`src/rtl/i2c_slave_byte_ctrl.sv`:
```
// i2c_slave_byte_ctrl: I2C target byte engine (START/STOP detect, 7-bit address match, Rx/Tx bytes, ACK slots)
// Define I2C_SLAVE_GENCALL_EN to also acknowledge the general-call address (7'h00, write).
module i2c_slave_byte_ctrl #(
  parameter int SYNC_STAGES = 2,
  parameter int NBITS = 3
) (
  input  logic       Clk,
  input  logic       Rst,
  input  logic       Scl_i,
  input  logic       Sda_i,
  output logic       Sda_oe,
  input  logic [6:0] Slave_addr,
  input  logic [7:0] Tx_data,
  output logic       Tx_req,
  output logic [7:0] Rx_data,
  output logic       Rx_valid,
  input  logic       Rx_ack,
  output logic       Rw,
  output logic       Addr_match,
  output logic       Stop_det,
  output logic       Busy
);
  typedef enum logic [NBITS-1:0] {IDLE, ADDR, ADDR_ACK, RX, RX_ACK, TX, TX_ACK, IGNORE} state_t;
  logic [SYNC_STAGES-1:0] scl_sync_q, scl_sync_d, sda_sync_q, sda_sync_d;
  logic scl_prev_q, scl_prev_d, sda_prev_q, sda_prev_d;
  state_t state_q, state_d;
  logic [3:0] cnt_q, cnt_d;
  logic [7:0] shreg_q, shreg_d, rx_data_q, rx_data_d;
  logic sda_oe_q, sda_oe_d, rx_valid_q, rx_valid_d, tx_req_q, tx_req_d, rw_q, rw_d;
  logic addr_match_q, addr_match_d, stop_det_q, stop_det_d, busy_q, busy_d;
  logic scl_s, sda_s, scl_rise, scl_fall, start, stop, hit;
  logic [7:0] in_byte;

  assign scl_s    = scl_sync_q[SYNC_STAGES-1];
  assign sda_s    = sda_sync_q[SYNC_STAGES-1];
  assign scl_rise = scl_s & ~scl_prev_q;
  assign scl_fall = ~scl_s & scl_prev_q;
  assign start    = scl_s & scl_prev_q & sda_prev_q & ~sda_s;
  assign stop     = scl_s & scl_prev_q & ~sda_prev_q & sda_s;
  assign in_byte  = {shreg_q[6:0], sda_s};
`ifdef I2C_SLAVE_GENCALL_EN
  assign hit = (in_byte[7:1] == Slave_addr) || (in_byte == 8'h00);
`else
  assign hit = in_byte[7:1] == Slave_addr;
`endif

  always_comb begin
    scl_sync_d   = {scl_sync_q[SYNC_STAGES-2:0], Scl_i};
    sda_sync_d   = {sda_sync_q[SYNC_STAGES-2:0], Sda_i};
    scl_prev_d   = scl_s;
    sda_prev_d   = sda_s;
    state_d      = state_q;
    cnt_d        = cnt_q;
    shreg_d      = tx_req_q ? Tx_data : shreg_q;
    rx_data_d    = rx_data_q;
    sda_oe_d     = sda_oe_q;
    rw_d         = rw_q;
    busy_d       = busy_q;
    rx_valid_d   = 1'b0;
    tx_req_d     = 1'b0;
    addr_match_d = 1'b0;
    stop_det_d   = 1'b0;
    if (stop) begin
      state_d    = IDLE;
      cnt_d      = '0;
      sda_oe_d   = 1'b0;
      busy_d     = 1'b0;
      stop_det_d = busy_q;
    end else if (start) begin
      state_d  = ADDR;
      cnt_d    = '0;
      sda_oe_d = 1'b0;
    end else begin
      case (state_q)
        ADDR: if (scl_rise) begin
          shreg_d = in_byte;
          cnt_d   = cnt_q + 4'd1;
          if (cnt_q == 4'd7) begin
            cnt_d        = '0;
            state_d      = hit ? ADDR_ACK : IGNORE;
            rw_d         = hit ? in_byte[0] : rw_q;
            addr_match_d = hit;
            busy_d       = hit;
          end
        end
        ADDR_ACK: if (scl_fall) begin
          if (cnt_q == 4'd0) begin
            sda_oe_d = 1'b1;
            cnt_d    = 4'd1;
            tx_req_d = rw_q;
          end else if (rw_q) begin
            // first Tx bit goes out on the same falling edge that ends the ACK slot
            state_d  = TX;
            sda_oe_d = ~shreg_q[7];
            shreg_d  = {shreg_q[6:0], 1'b0};
            cnt_d    = 4'd1;
          end else begin
            state_d  = RX;
            sda_oe_d = 1'b0;
            cnt_d    = '0;
          end
        end
        RX: if (scl_rise) begin
          shreg_d = in_byte;
          cnt_d   = cnt_q + 4'd1;
          if (cnt_q == 4'd7) begin
            cnt_d      = '0;
            rx_data_d  = in_byte;
            rx_valid_d = 1'b1;
            state_d    = RX_ACK;
          end
        end
        RX_ACK: if (scl_fall) begin
          sda_oe_d = cnt_q == 4'd0 ? ~Rx_ack : 1'b0;
          cnt_d    = cnt_q == 4'd0 ? 4'd1 : 4'd0;
          state_d  = cnt_q == 4'd0 ? RX_ACK : RX;
        end
        TX: if (scl_fall) begin
          if (cnt_q == 4'd8) begin
            sda_oe_d = 1'b0;
            cnt_d    = '0;
            state_d  = TX_ACK;
          end else begin
            sda_oe_d = ~shreg_q[7];
            shreg_d  = {shreg_q[6:0], 1'b0};
            cnt_d    = cnt_q + 4'd1;
          end
        end
        TX_ACK: if (scl_rise) begin
          state_d  = sda_s ? IGNORE : TX;
          tx_req_d = ~sda_s;
          cnt_d    = '0;
        end
        IGNORE: sda_oe_d = 1'b0;
        default: ;
      endcase
    end
  end

  always_ff @(posedge Clk or posedge Rst) begin
    if (Rst) begin
      scl_sync_q   <= '1;
      sda_sync_q   <= '1;
      scl_prev_q   <= 1'b1;
      sda_prev_q   <= 1'b1;
      state_q      <= IDLE;
      cnt_q        <= '0;
      shreg_q      <= '0;
      rx_data_q    <= '0;
      sda_oe_q     <= 1'b0;
      rx_valid_q   <= 1'b0;
      tx_req_q     <= 1'b0;
      rw_q         <= 1'b0;
      addr_match_q <= 1'b0;
      stop_det_q   <= 1'b0;
      busy_q       <= 1'b0;
    end else begin
      scl_sync_q   <= scl_sync_d;
      sda_sync_q   <= sda_sync_d;
      scl_prev_q   <= scl_prev_d;
      sda_prev_q   <= sda_prev_d;
      state_q      <= state_d;
      cnt_q        <= cnt_d;
      shreg_q      <= shreg_d;
      rx_data_q    <= rx_data_d;
      sda_oe_q     <= sda_oe_d;
      rx_valid_q   <= rx_valid_d;
      tx_req_q     <= tx_req_d;
      rw_q         <= rw_d;
      addr_match_q <= addr_match_d;
      stop_det_q   <= stop_det_d;
      busy_q       <= busy_d;
    end
  end

  assign Sda_oe     = sda_oe_q;
  assign Tx_req     = tx_req_q;
  assign Rx_data    = rx_data_q;
  assign Rx_valid   = rx_valid_q;
  assign Rw         = rw_q;
  assign Addr_match = addr_match_q;
  assign Stop_det   = stop_det_q;
  assign Busy       = busy_q;
endmodule

```
`config.mk`:
```
export PLATFORM = sky130hd
export DESIGN_NAME = i2c_slave_byte_ctrl
export DESIGN_NICKNAME = d
export VERILOG_FILES = /design/src/rtl/i2c_slave_byte_ctrl.sv
export SDC_FILE = /design/constraint.sdc
export NUM_CORES = 1
export LEC_CHECK = 0
export ABC_AREA = 1
export CELL_PAD_IN_SITES_DETAIL_PLACEMENT = 1
export CELL_PAD_IN_SITES_GLOBAL_PLACEMENT = 2
export CORE_AREA = 5 5 94 96
export DETAILED_ROUTE_END_ITERATION = 7
export DIE_AREA = 0 0 99 101
export PLACE_DENSITY_LB_ADDON = 0.1
export RECOVER_POWER = 25
export SYNTH_ARGS = -nofsm -noshare
export SYNTH_HDL_FRONTEND = slang
export SYNTH_SLANG_ARGS = --single-unit
```
`constraint.sdc`:
```
create_clock -name Clk -period 1.31 [get_ports Clk]
set_input_delay 0.262 -clock Clk [delete_from_list [all_inputs] [get_ports Clk]]
set_output_delay 0.262 -clock Clk [all_outputs]
set_load 0.01 [all_outputs]
```
; Word level (Yosys, flattened, before mapping)
; Cells that the tools add are included.
[totals]
register_bits = 36
elab_cells = 139
[op_classes]
mux = 72
n_eq_ne = 22
n_reduce_logical = 14
bitwise = 15
add_sub_neg = 1
[ops]
columns = operator, count
row1 = two-way mux 8 bit, 9
row2 = two-way mux 3 bit, 15
row3 = != test 4 bit (second input constant), 10
row4 = two-way mux 4 bit, 9
row5 = two-way mux 1 bit, 33
row6 = case mux 8 bit (3 select lines), 1
row7 = case mux 4 bit (5 select lines), 1
row8 = case mux 3 bit (6 select lines), 1
row9 = equality test 3 bit (second input constant), 4
row10 = AND reduction 6 bit, 2
row11 = AND reduction 11 bit, 1
row12 = inverter 1 bit, 8
row13 = AND reduction 4 bit, 2
row14 = nonzero test 8 bit, 1
row15 = bitwise AND 1 bit, 7
row16 = equality test 7 bit, 1
row17 = nonzero test 7 bit, 1
row18 = equality test 3 x 2 -> 1 bit (second input constant), 2
row19 = nonzero test 2 bit, 3
row20 = nonzero test 6 bit, 1
row21 = AND reduction 5 bit, 1
row22 = adder 4 x 1 -> 4 bit (second input constant), 1
row23 = equality test 4 x 3 -> 1 bit (second input constant), 1
row24 = equality test 4 bit (second input constant), 1
row25 = 8 further kinds, 8

; Depth between registers and ports, before layout
[logic_depth]
depth_word = 7
mapped_depth = 13

; Least setup slack after synthesis
; OpenSTA, ideal clock, no wires.
[synth_timing]
path_type = register to register
startpoint = register sda_sync_q[1]
endpoint = register state_q[0]
stages_incl_launch_ff = 12
n_path_buf = 0
t_arrival_ps = 1337
setup_time_ps = 117
required_ps = 1193
path_slack_ps = -145
path_cell_list = dfstp_2 inv_2 nor2_2 nand2_2 nand2_4 inv_2 nand3_1 nand2_4 inv_2 nand2_1 nand2_1 nand2_1
[synth_between]
elab_chain_cells = 4
[synth_rtl]
columns = element, line
row1 = start: declaration, 24  ; logic [SYNC_STAGES-1:0] scl_sync_q, scl_sync_d, sda_sync_q, sda_sync_d;
row2 = start signal: assignment, 159  ; sda_sync_q <= sda_sync_d;
row3 = inverter 1 bit, 38  ; assign start = scl_s & scl_prev_q & sda_prev_q & ~sda_s;
row4 = bitwise AND 1 bit, 38
row5 = "nonzero test 8 bit (no source line), or another cell as far along", -
row6 = AND reduction 11 bit (no source line) / two-way mux 3 bit (equally long branches), -
row7 = end signal: assignment, 162  ; state_q <= state_d;
row8 = end: declaration, 26  ; state_t state_q, state_d;
; Several ways; a longest one is shown, not always the timed one.
; A chain may end at the register's enable or synchronous reset.

; Worst setup path in the final report
[layout_timing]
startpoint = register cnt_q[1]
endpoint = register shreg_q[1]
[layout_between]
elab_chain_cells = 6
[layout_rtl]
columns = element, line
row1 = start: declaration, 27  ; logic [3:0] cnt_q, cnt_d;
row2 = start signal: assignment, 163  ; cnt_q <= cnt_d;
row3 = equality test 4 bit / zero test 4 bit (equally long branches), "119, 87"
row4 = two-way mux 8 bit (on tied branches), "119, 87"
row5 = two-way mux 8 bit (on tied branches), "118, 86"
row6 = case mux 8 bit (3 select lines) (*), 74  ; case (state_q)
row7 = two-way mux 8 bit (*), 69  ; end else if (start) begin
row8 = two-way mux 8 bit (*), 63  ; if (stop) begin
row9 = net shreg_d[1], 28  ; logic [7:0] shreg_q, shreg_d, rx_data_q, rx_data_d;
row10 = end signal: assignment, 164  ; shreg_q <= shreg_d;
row11 = end: declaration, 28
; The timed path passes the listed nets; every way through them passes the cells marked *.

==> flow_results.xml <==
<?xml version="1.0" encoding="UTF-8"?>
<metrics>
  <group name="status">
    <metric name="status" unit="">finished, violations left</metric>
    <metric name="violations" unit="">setup timing</metric>
  </group>
  <group name="floorplanning">
    <metric name="num_io_pins" unit="">35</metric>
    <metric name="initial_utilization" unit="%">25.88</metric>
    <metric name="floorplan.rows" unit="">33</metric>
    <metric name="die-area" unit="um2">9999</metric>
    <metric name="coreArea" unit="um2">7969</metric>
    <metric name="die_height" unit="um">101</metric>
    <metric name="chipWidth" unit="um">99</metric>
  </group>
  <group name="drt">
    <metric name="num_vias" unit="">2027</metric>
    <metric name="vias_per_cell" unit="">4.340</metric>
    <metric name="drt_pre_antenna_iters" unit="">4</metric>
    <metric name="routed_wl" unit="um">6222</metric>
    <metric name="drt_iter0_markers" unit="">22</metric>
    <metric name="post_route_drc" unit="">0</metric>
    <metric name="wl_per_cell" unit="um">13.32</metric>
    <metric name="ant_nets" unit="">0</metric>
  </group>
  <group name="finish">
    <metric name="finalNetCount" unit="">384</metric>
    <metric name="final-seq-area" unit="um2">912.1</metric>
    <metric name="post_route_cells_drive_above_1_share" unit="%">38.67</metric>
    <metric name="fin_area" unit="um2">3286</metric>
    <metric name="area_growth" unit="%">59.34</metric>
    <metric name="number_of_inserted_filler_cells_in_the_final_layout" unit="">969</metric>
    <metric name="post_route_core_utilization" unit="%">41.23</metric>
    <metric name="antenna-diode-count" unit="">0</metric>
    <metric name="instances_no_fill" unit="">467</metric>
    <metric name="area_of_the_multi_input_gates" unit="um2">1164</metric>
  </group>
  <group name="logic_synthesis">
    <metric name="synth_enable_flop_cells" unit="">0</metric>
    <metric name="yosys_most_used_dff" unit="">sky130_fd_sc_hd__dfrtp_1</metric>
    <metric name="synth.ff_latch_count" unit="">36</metric>
    <metric name="synth_cells" unit="">269</metric>
    <metric name="synthesis.area_per_instance" unit="um2">7.665</metric>
    <metric name="mappedNetlistArea" unit="um2">2062</metric>
    <metric name="synthesis.yosys.warnings" unit="">0</metric>
    <metric name="async_reset_ff_share" unit="%">100.0</metric>
    <metric name="mappedNetlistNets" unit="">292</metric>
    <metric name="ys_types" unit="">33</metric>
    <metric name="synth_sequential_area_ratio" unit="%">44.05</metric>
  </group>
  <group name="global_routing">
    <metric name="gr_layer_usage_met3" unit="%">2.561</metric>
    <metric name="grt_use_total" unit="%">13.17</metric>
    <metric name="antenna_found_initial" unit="">0</metric>
    <metric name="grt_overflow" unit="">0</metric>
    <metric name="grt_first_pass_wirelength" unit="um">10400</metric>
    <metric name="met2_usage" unit="%">22.52</metric>
    <metric name="grt_start_max_net_pins" unit="">37</metric>
    <metric name="grt.met1_usage" unit="%">17.06</metric>
    <metric name="busiest_layer" unit="">met2</metric>
    <metric name="first_global_vias" unit="">2127</metric>
  </group>
  <group name="clocking">
    <metric name="clock-sinks" unit="">36</metric>
    <metric name="ctsHtreeMaxLevel" unit="">2</metric>
    <metric name="cts_tree" unit="">done</metric>
    <metric name="ctsRootBufferMaster" unit="">sky130_fd_sc_hd__clkbuf_8</metric>
    <metric name="clk_pin_slew" unit="ns">0.08</metric>
    <metric name="clk_latency" unit="ns">0.29</metric>
    <metric name="numCtsBuffers" unit="">5</metric>
    <metric name="hold_buffers" unit="">0</metric>
    <metric name="cts.path.max_buffers" unit="">2</metric>
  </group>
  <group name="power">
    <metric name="sw_frac_of_total" unit="%">44.08</metric>
    <metric name="p_int" unit="mW">3.398</metric>
    <metric name="pwr-share-clk" unit="%">14.1</metric>
    <metric name="ir_worst_vdd" unit="V">0.0006797</metric>
    <metric name="power_leakage" unit="nW">1.677</metric>
    <metric name="combinational_fraction_of_design_power" unit="%">59.6</metric>
    <metric name="power_per_cell_area" unit="nW/um2">1850</metric>
    <metric name="power_switching" unit="mW">2.679</metric>
    <metric name="total_power" unit="mW">6.077</metric>
    <metric name="sequential_share_of_power" unit="%">26.3</metric>
  </group>
  <group name="placement">
    <metric name="dp_slack" unit="ns">-0.3259</metric>
    <metric name="place_inst" unit="">446</metric>
    <metric name="dp.final_hpwl" unit="um">4766</metric>
    <metric name="gp_congestion" unit="">0.7505</metric>
    <metric name="placed_cell_area" unit="um2">2873</metric>
    <metric name="buffer_ports.inserted" unit="">34</metric>
  </group>
  <group name="sta">
    <metric name="worst_slew_pin_slew" unit="ns">0.8434</metric>
    <metric name="final_critical_path_setup_slack" unit="ns">-0.1968</metric>
    <metric name="fin_worst_skew" unit="ns">0.01141</metric>
    <metric name="report.final.hold_viol_count" unit="">0</metric>
    <metric name="slew_viol_final" unit="">0</metric>
    <metric name="slew_headroom" unit="%">43.77</metric>
    <metric name="final.setup.tns" unit="ns">-2.952</metric>
    <metric name="rsz0062_at_grt" unit="">true</metric>
    <metric name="whs" unit="ns">0.3580</metric>
    <metric name="finalSetupViolations" unit="">20</metric>
    <metric name="finalWorstPathRequiredPeriod" unit="ns">1.507</metric>
    <metric name="timing.final.crit_share" unit="%">115.0</metric>
    <metric name="fmax" unit="GHz">0.6637</metric>
  </group>
  <group name="worst_setup_path">
    <metric name="critical_path_required" unit="ns">1.53</metric>
    <metric name="setup.reg_to_reg.worst_slack" unit="ns">-0.20</metric>
    <metric name="worst_setup_path_start_kind" unit="">register</metric>
    <metric name="crit-reg2reg-capture" unit="">shreg_q[1]</metric>
    <metric name="critPathLaunch" unit="">cnt_q[1]</metric>
    <metric name="setup.worst_path.class" unit="">reg -&gt; reg</metric>
    <metric name="worstPathArrival" unit="ns">1.72</metric>
    <metric name="cp-end-kind" unit="">register</metric>
    <metric name="setup.worst_path.end" unit="">shreg_q[1]</metric>
    <metric name="top_fanout_value_on_the_critical_path" unit="">8</metric>
    <metric name="crit-reg2reg-launch" unit="">cnt_q[1]</metric>
    <metric name="reg2regPathDepth" unit="">8</metric>
  </group>
  <group name="job">
    <metric name="maxCapViolCount" unit="">0</metric>
  </group>
  <group name="hold_path">
    <metric name="worst_hold_path_type" unit="">reg -&gt; reg</metric>
  </group>
</metrics>
power by group through the flow:
stage,clock (mW),combinational (mW),sequential [mW]
6_report,0.855,3.62,1.60
5_1_grt,0.928,4.04,1.64
4_1_cts,0.896,3.37,1.57
3_5_place_dp,0,3.02,1.58
3_3_place_gp,0,3.01,1.58
2_1_floorplan,0,1.91,1.51
cells by family after synthesis:
| family | count (synthesis) | share of synthesized area, % |
|---|---|---|
| adder cells (fa/ha/maj) | 3 | 1.821 |
| flip-flops | 36 | 44.05 |
| AND/OR/NAND/NOR | 133 | 29.43 |
| AO/OA/AOI/OAI | 46 | 13.65 |
| buffers and inverters | 50 | 10.62 |
| XOR/XNOR | 1 | 0.4248 |
cell type report:
| type | count | area share [%] |
|---|---|---|
| clock inverters | 1 | 0.2285 |
| inverters | 45 | 5.712 |
| well taps | 105 | 3.998 |
| clock buffers | 7 | 2.628 |
| repair buffers | 90 | 24.26 |
| multi-input cells | 183 | 35.42 |
| flip-flops and latches | 36 | 27.76 |
worst min path at each step:
stage | from | to | cells past startpoint
2_1_floorplan | Scl_i | scl_sync_q[0] | 0
3_3_place_gp | scl_sync_q[0] | scl_sync_q[1] | 0
3_5_place_dp | sda_sync_q[0] | sda_sync_q[1] | 0
4_1_cts | Rst | cnt_q[0] | 3
5_1_grt | scl_sync_q[0] | scl_sync_q[1] | 0
6_report | scl_sync_q[0] | scl_sync_q[1] | 0
sequential cells by signal, indices dropped and copies added, names as in the netlist:
name	flops
sda_prev_q	1
Addr_match	1
scl_prev_q	1
Rx_valid	1
sda_sync_q	2
Tx_req	1
scl_sync_q	2
shreg_q	8
Stop_det	1
state_q	3
Busy	1
Rw	1
cnt_q	4
Sda_oe	1
Rx_data	8
cell usage in the layout (no fill, tap or decap), types with 12 or more instances in the layout:
| cell type | count |
|---|---|
| sky130_fd_sc_hd__nand2_1 | 67 |
| sky130_fd_sc_hd__buf_4 | 48 |
| sky130_fd_sc_hd__dfrtp_1 | 27 |
| sky130_fd_sc_hd__inv_1 | 27 |
| sky130_fd_sc_hd__o21ai_1 | 23 |
| sky130_fd_sc_hd__clkdlybuf4s50_1 | 17 |
| sky130_fd_sc_hd__dlygate4sd2_1 | 15 |
| sky130_fd_sc_hd__nand3_1 | 14 |
| sky130_fd_sc_hd__nand2_2 | 12 |
| sky130_fd_sc_hd__inv_2 | 12 |
metal layers:
layer  share of wire [%]  vias to the layer above
li1                    -                     1037
met1                  47                      957
met2                  49                       27
met3                 3.0                        6
met4                0.96                        0
met5                   0                        -
worst max-delay path: stages, from the launching register on:
cell,delay [ns]
sky130_fd_sc_hd__dfrtp_1,0.43
sky130_fd_sc_hd__inv_2,0.08
sky130_fd_sc_hd__ha_4,0.17
sky130_fd_sc_hd__nand3_4,0.08
sky130_fd_sc_hd__nand2_4,0.08
sky130_fd_sc_hd__o211ai_4,0.27
sky130_fd_sc_hd__buf_12,0.17
sky130_fd_sc_hd__nand3_1,0.06
sky130_fd_sc_hd__o21ai_1,0.08
cells in the mapped netlist, types with 2 or more instances:
cell / count / area (um2)
sky130_fd_sc_hd__nand3b_1: 2 / 15.01
sky130_fd_sc_hd__ha_1: 3 / 37.54
sky130_fd_sc_hd__nor2_1: 13 / 48.80
sky130_fd_sc_hd__dfstp_2: 6 / 157.7
sky130_fd_sc_hd__nand3_1: 25 / 125.1
sky130_fd_sc_hd__nand2_4: 4 / 45.04
sky130_fd_sc_hd__buf_6: 4 / 45.04
sky130_fd_sc_hd__inv_1: 37 / 138.9
sky130_fd_sc_hd__o21ai_0: 24 / 120.1
sky130_fd_sc_hd__nor2_4: 2 / 22.52
sky130_fd_sc_hd__o21ai_1: 11 / 55.05
sky130_fd_sc_hd__nand2_1: 80 / 300.3
sky130_fd_sc_hd__dfrtp_1: 30 / 750.7
sky130_fd_sc_hd__inv_2: 7 / 26.28
sky130_fd_sc_hd__nand2_2: 2 / 12.51
sky130_fd_sc_hd__o21bai_1: 2 / 15.01
what timing repair did:
item,CTS,global route
buffers inserted,9,4
setup endpoints to repair,43,29
cloned,1,0
resized for setup,47,44
pin swaps,4,20
Note: power is estimated with default switching activity, not from simulation.
